**src/rtl/pulse_spacer_f.sv**
```systemverilog
// pulse_spacer_f: absorbs bursts of single-cycle events into a saturating pending counter and
// re-emits them as single-cycle pulses spaced GAP clocks apart for a fast-to-slow synchronizer.
module pulse_spacer_f #(
    parameter int CNT_W = 4,
    parameter int GAP   = 32
) (
    input  logic             clk_f,
    input  logic             rst_n,
    input  logic             evt_in,
    input  logic             clr_ovf,
    output logic             pulse_f,
    output logic [CNT_W-1:0] pend_cnt,
    output logic             ovf,
    output logic             busy
);

    localparam logic [CNT_W-1:0] PEND_MAX   = {CNT_W{1'b1}};
    localparam logic [CNT_W-1:0] PEND_ONE   = CNT_W'(1);
    localparam logic [15:0]      GAP_RELOAD = 16'(GAP - 1);

    typedef enum logic {
        READY   = 1'b0,
        SPACING = 1'b1
    } phase_t;

    phase_t           phase;
    logic [15:0]      gap_cnt;
    logic [15:0]      gap_nxt;
    logic [CNT_W-1:0] pend_nxt;
    logic             ovf_nxt;
    logic             emit;
    logic             drop;

    // The spacing phase lives entirely in gap_cnt; the enum only names it.
    assign phase = (gap_cnt == 16'd0) ? READY : SPACING;
    assign busy  = (pend_cnt != '0) || (phase == SPACING);

    always_comb begin
        emit     = 1'b0;
        drop     = 1'b0;
        pend_nxt = pend_cnt;
        gap_nxt  = gap_cnt;
        ovf_nxt  = ovf;

        emit = (phase == READY) && (pend_cnt != '0);

        if (emit) begin
            gap_nxt = GAP_RELOAD;
        end else if (phase == SPACING) begin
            gap_nxt = gap_cnt - 16'd1;
        end

        // An event coinciding with an emit is a net-zero change, so it can never be dropped.
        if (emit && !evt_in) begin
            pend_nxt = pend_cnt - PEND_ONE;
        end else if (evt_in && !emit) begin
            if (pend_cnt == PEND_MAX) begin
                drop = 1'b1;
            end else begin
                pend_nxt = pend_cnt + PEND_ONE;
            end
        end

        if (drop) begin
            ovf_nxt = 1'b1;
        end else if (clr_ovf) begin
            ovf_nxt = 1'b0;
        end
    end

    always_ff @(posedge clk_f or negedge rst_n) begin
        if (!rst_n) begin
            pulse_f  <= 1'b0;
            pend_cnt <= '0;
            ovf      <= 1'b0;
            gap_cnt  <= 16'd0;
        end else begin
            pulse_f  <= emit;
            pend_cnt <= pend_nxt;
            ovf      <= ovf_nxt;
            gap_cnt  <= gap_nxt;
        end
    end

endmodule

```
**config.mk**
```make
export PLATFORM = sky130hd
export DESIGN_NAME = pulse_spacer_f
export DESIGN_NICKNAME = d
export VERILOG_FILES = /design/src/rtl/pulse_spacer_f.sv
export SDC_FILE = /design/constraint.sdc
export NUM_CORES = 1
export LEC_CHECK = 0
export CORE_MARGIN = 5
export CORE_UTILIZATION = 55
export CTS_CLUSTER_DIAMETER = 100
export DETAILED_ROUTE_END_ITERATION = 8
export MAX_ROUTING_LAYER = met4
export PLACE_DENSITY_LB_ADDON = 0.15
export SLEW_MARGIN = 20
export SYNTH_ARGS = -nofsm -noshare
export SYNTH_HDL_FRONTEND = slang
export SYNTH_SLANG_ARGS = --single-unit
```
**constraint.sdc**
```tcl
create_clock -name clk_f -period 3.8 [get_ports clk_f]
set_input_delay 0.76 -clock clk_f [delete_from_list [all_inputs] [get_ports clk_f]]
set_output_delay 0.76 -clock clk_f [all_outputs]
set_load 0.1 [all_outputs]
```
# Word level (Yosys, flattened, before mapping)
# Index checks and enable logic that the tools add are counted.
# word_totals
register_bits	22
# classes
addsub	3
eq_ne	3
muxes	11
n_reduce_logical	11
# op_table
cell	count
$mux 16	2
$logic_not 16->1	1
$sub 16x1->16 const B	1
$mux 4	3
$mux 1	6
$add 4x1->4 const B	1
$eq 4x4->1 const B	1
$ne 2x2->1 const B	2
$reduce_bool 2->1	2
$reduce_bool 4->1	1
$sub 4x1->4 const B	1
$logic_and 1x1->1	3
$logic_not 1->1	2
$reduce_and 2->1	1
$logic_or 1x1->1	1

# Depth between registers and ports, before layout
# logic_depth
depth_word	7
depth_mapped	14
ltp_nobuf	13

# Worst setup path after synthesis
# OpenSTA, ideal clock, no wires.
# synth_timing
path_kind	reg2out
start	register pend_cnt[1]
end	output port busy
arrival_time_ns	2.155
slack_ns	0.885
n_path_buf	1
t_required_ns	3.040
stages_incl_launch_ff	5
cell_sequence	dfrtp_1 -> clkbuf_1 -> nor4_1 -> and2_2 -> inv_1
# synth_between
elab_chain_len	2
# synth_lines
item	line	text
from (decl)	12	output logic [CNT_W-1:0] pend_cnt,
from (signal assigned)	79	pend_cnt <= pend_nxt;
$reduce_bool 4->1	36	assign busy = (pend_cnt != '0) || (phase == SPACING);
$logic_or 1x1->1	36	
to (decl)	14	output logic busy
# No other way between the ends.

# Worst setup path after layout
# layout_timing
start	register gap_cnt[0]
end	output port busy
# layout_between
elab_chain_len	3
# layout_lines
item	line	text
from (decl)	27	logic [15:0] gap_cnt;
from (signal assigned)	81	gap_cnt <= gap_nxt;
$logic_not 16->1	35	assign phase = (gap_cnt == 16'd0) ? READY : SPACING;
$mux 1	35	
$logic_or 1x1->1	36	
# No other way between the ends.

==> results.json <==
{
  "status": "complete, no violations",
  "drt_pass1_iterations": 4,
  "path_max_fanout": 5,
  "synth_area_leaders": "dfrtp_1 (48%), xor2_1 (11%), ha_1 (6.6%), nor4_1 (3.3%), nor2_1 (3.0%)",
  "synthArstFlopShare": 1.00,
  "grt.met2_usage": 0.247,
  "clk-insertion-delay-late_ns": 0.30,
  "period_needed_ns": 3.12,
  "drtIter0Drc": 9,
  "finalSetupViolCount": 0,
  "start_util": 0.580,
  "avgSynthCellArea_um2": 10.6,
  "slew_headroom": 0.346,
  "crit_slowest_cell": "or3b_2",
  "h-tree-depth": 1,
  "grtUsageMet3": 0.0256,
  "cts_tree": "built",
  "cts_buffer_depth": 2,
  "die_w_um": 55.5,
  "finClkSkew_ns": 0.00278,
  "grt_max_degree": 23,
  "fillCellCount": 173,
  "hp-class": "flop to flop",
  "multiInputGateArea_um2": 551,
  "worst_pin_slew_ns": 0.978,
  "cp_common_cell": "inv_1",
  "p_total_w": 0.00113,
  "post_cts_buffers": 0,
  "cts_buffers": 3,
  "worst-path-buf-inv": 3,
  "cp.required_ns": 3.04,
  "arrival_ns": 2.36,
  "portBuffers": 10,
  "clockRootBuffer": "clkbuf_4",
  "synth_top_area_share": 0.484,
  "max_freq_mhz": 321,
  "hold_violations": 0,
  "rows": 16,
  "path_clk_slew_ns": 0.12,
  "yosys_warnings": 0,
  "ant_nets": 0,
  "final-seq-area_um2": 551,
  "rsz0062_at_grt": "false",
  "area_growth_pct": 15.8,
  "grtUsageTotal": 0.148,
  "finalMaxSlewViolations": 0,
  "ios": 11,
  "core_area_um2": 1960,
  "leakage_nw": 0.613,
  "drive_above_1_share": 0.117,
  "ys_seq_area_frac": 0.484,
  "pwr_density_cell_nw_per_um2": 857,
  "utilization": 0.672,
  "fin_nets": 131,
  "synth_cell_type_count": 34,
  "grt-ovfl-total": 0,
  "diodes": 0,
  "end_kind": "output port",
  "via_per_inst": 5.53,
  "die_h_um": 55.5,
  "tns_ns": 0,
  "synth_edf_count": 0,
  "syn_inst": 107,
  "cts.sinks": 22,
  "grt_busiest_layer": "met2",
  "die_area_um2": 3080,
  "ir_drop_mv": 0.764,
  "grt_pass1_wl_um": 3650,
  "antenna_found_initial": 0,
  "ys.flop_type": "dfrtp_1",
  "drv_cap": 0,
  "cts.repair.resized": 0,
  "period_share": 0.821,
  "drc_errors": 0,
  "grt_pass1_vias": 866,
  "netlist_area_um2": 1140,
  "yosys.area.top_type": "dfrtp_1",
  "ys_ff_latch": 22,
  "syn_nets": 117,
  "max_stage_delay_ns": 0.47,
  "wire_per_inst_um": 14.3,
  "whs_ns": 0.490,
  "critPathTopFamily": "simple AND/OR/NAND/NOR gates",
  "hpwlAfterDp_um": 1520,
  "globalplace.congestion": 0.766,
  "routed-via-count": 813,
  "use_met1": 0.178,
  "crit_chain": "inv_1, ha_1, or3b_2, and4bb_1, and2_2, inv_1, buf_4",
  "cp-start-kind": "flop",
  "criticalPathCategory": "flop to output port",
  "wirelength_um": 2100,
  "cts.hold.buffers_added": 0
}
[worst reg2reg max path: cells and delay by family, from the launching register on]
family	cells	cell delay (ns)
adder cells (fa/ha/maj)	3	0.64
flip-flops	1	0.40
AO/OA/AOI/OAI	1	0.15
AND/OR/NAND/NOR	4	1.02
XOR/XNOR	3	0.42
buffers and inverters	2	0.25
[synthesized netlist by cell type (2+ instances only)]
| cell | n |
|---|---|
| ha_1 | 6 |
| nor3_1 | 4 |
| nor2_1 | 9 |
| nand3_1 | 2 |
| inv_1 | 7 |
| a31oi_1 | 2 |
| a21oi_1 | 2 |
| nand2b_1 | 3 |
| nand2_1 | 4 |
| dfrtp_1 | 22 |
| nor4_1 | 6 |
| o21ai_0 | 2 |
| xor2_1 | 14 |
| nand4_1 | 2 |
| or3b_2 | 3 |
[area by class of cell]
type / instances / share of cell area
sequential: 22 / 0.417
tap: 27 / 0.0256
inverter: 7 / 0.0199
multi-input combinational: 76 / 0.417
timing repair buffer: 11 / 0.0797
clock inverter: 1 / 0.0228
clock buffer: 3 / 0.0171
[power breakdown]
part	leakage [nW]	switching, W	internal (W)
logic	0.311	0.000321	0.000177
clock network	0.0279	0.0000689	0.000106
registers	0.274	0.000119	0.000337
[worst paths after layout]
kind	start	to	slack [ns]	cells after the start
hold / removal	gap_cnt[15]$_DFFE_PN0P_	gap_cnt[15]$_DFFE_PN0P_	0.49	1
max in group asynchronous	rst_n	gap_cnt[1]$_DFFE_PN0P_	2.24	1
setup / recovery	gap_cnt[0]$_DFFE_PN0P_	busy	0.68	7
setup reg to reg	gap_cnt[0]$_DFFE_PN0P_	pend_cnt[2]$_DFFE_PN0P_	0.80	13
hold reg to reg	gap_cnt[15]$_DFFE_PN0P_	gap_cnt[15]$_DFFE_PN0P_	0.49	1
min in group asynchronous	rst_n	gap_cnt[4]$_DFFE_PN0P_	0.98	1
[sequential cells by signal (all words and copies together), names as in the netlist]
register and cells:
pulse_f 1, pend_cnt 4, ovf 1, gap_cnt 16
[metrics by stage]
stage | cells | area (µm²) | worst slack [ns]
CTS | 147 | 1320 | 0.665
global placement | 143 | 1270 | 0.948
detailed placement | 143 | 1270 | 0.822
floorplan | 107 | 1140 | 0.885
global route | 147 | 1320 | 0.549
finish | 147 | 1320 | 0.682
[metal layers]
| metal | up-vias | share of wire |
|---|---|---|
| met4 | 0 | 0.0081 |
| met1 | 401 | 0.48 |
| met3 | 2 | 0.021 |
| met5 | - | 0 |
| li1 | 400 | - |
| met2 | 10 | 0.49 |
[cell usage in the layout (no fill, tap or decap), types with 2 or more instances in the layout]
cell and count:
nand2b_1 3, dfrtp_1 22, or3b_2 3, a31oi_1 2
o21ai_0 2, buf_4 2, xor2_1 14, nand2_1 4
a21oi_1 2, nor3_1 4, ha_1 6, inv_1 7
clkbuf_4 3, nand4_1 2, nand3_1 2, nor2_1 9
clkdlybuf4s50_1 9, nor4_1 6
[kinds of logic after synthesis]
| kind of cell | share of synthesized area |
|---|---|
| and+or+nand+nor | 0.220 |
| muxes | 0.00989 |
| buffers and inverters | 0.0330 |
| adders and majority gates | 0.0659 |
| DFF | 0.484 |
| AOI/OAI and AO/OA | 0.0802 |
| xor gates and xnor gates | 0.108 |
Power figures use the tool's default switching activity.
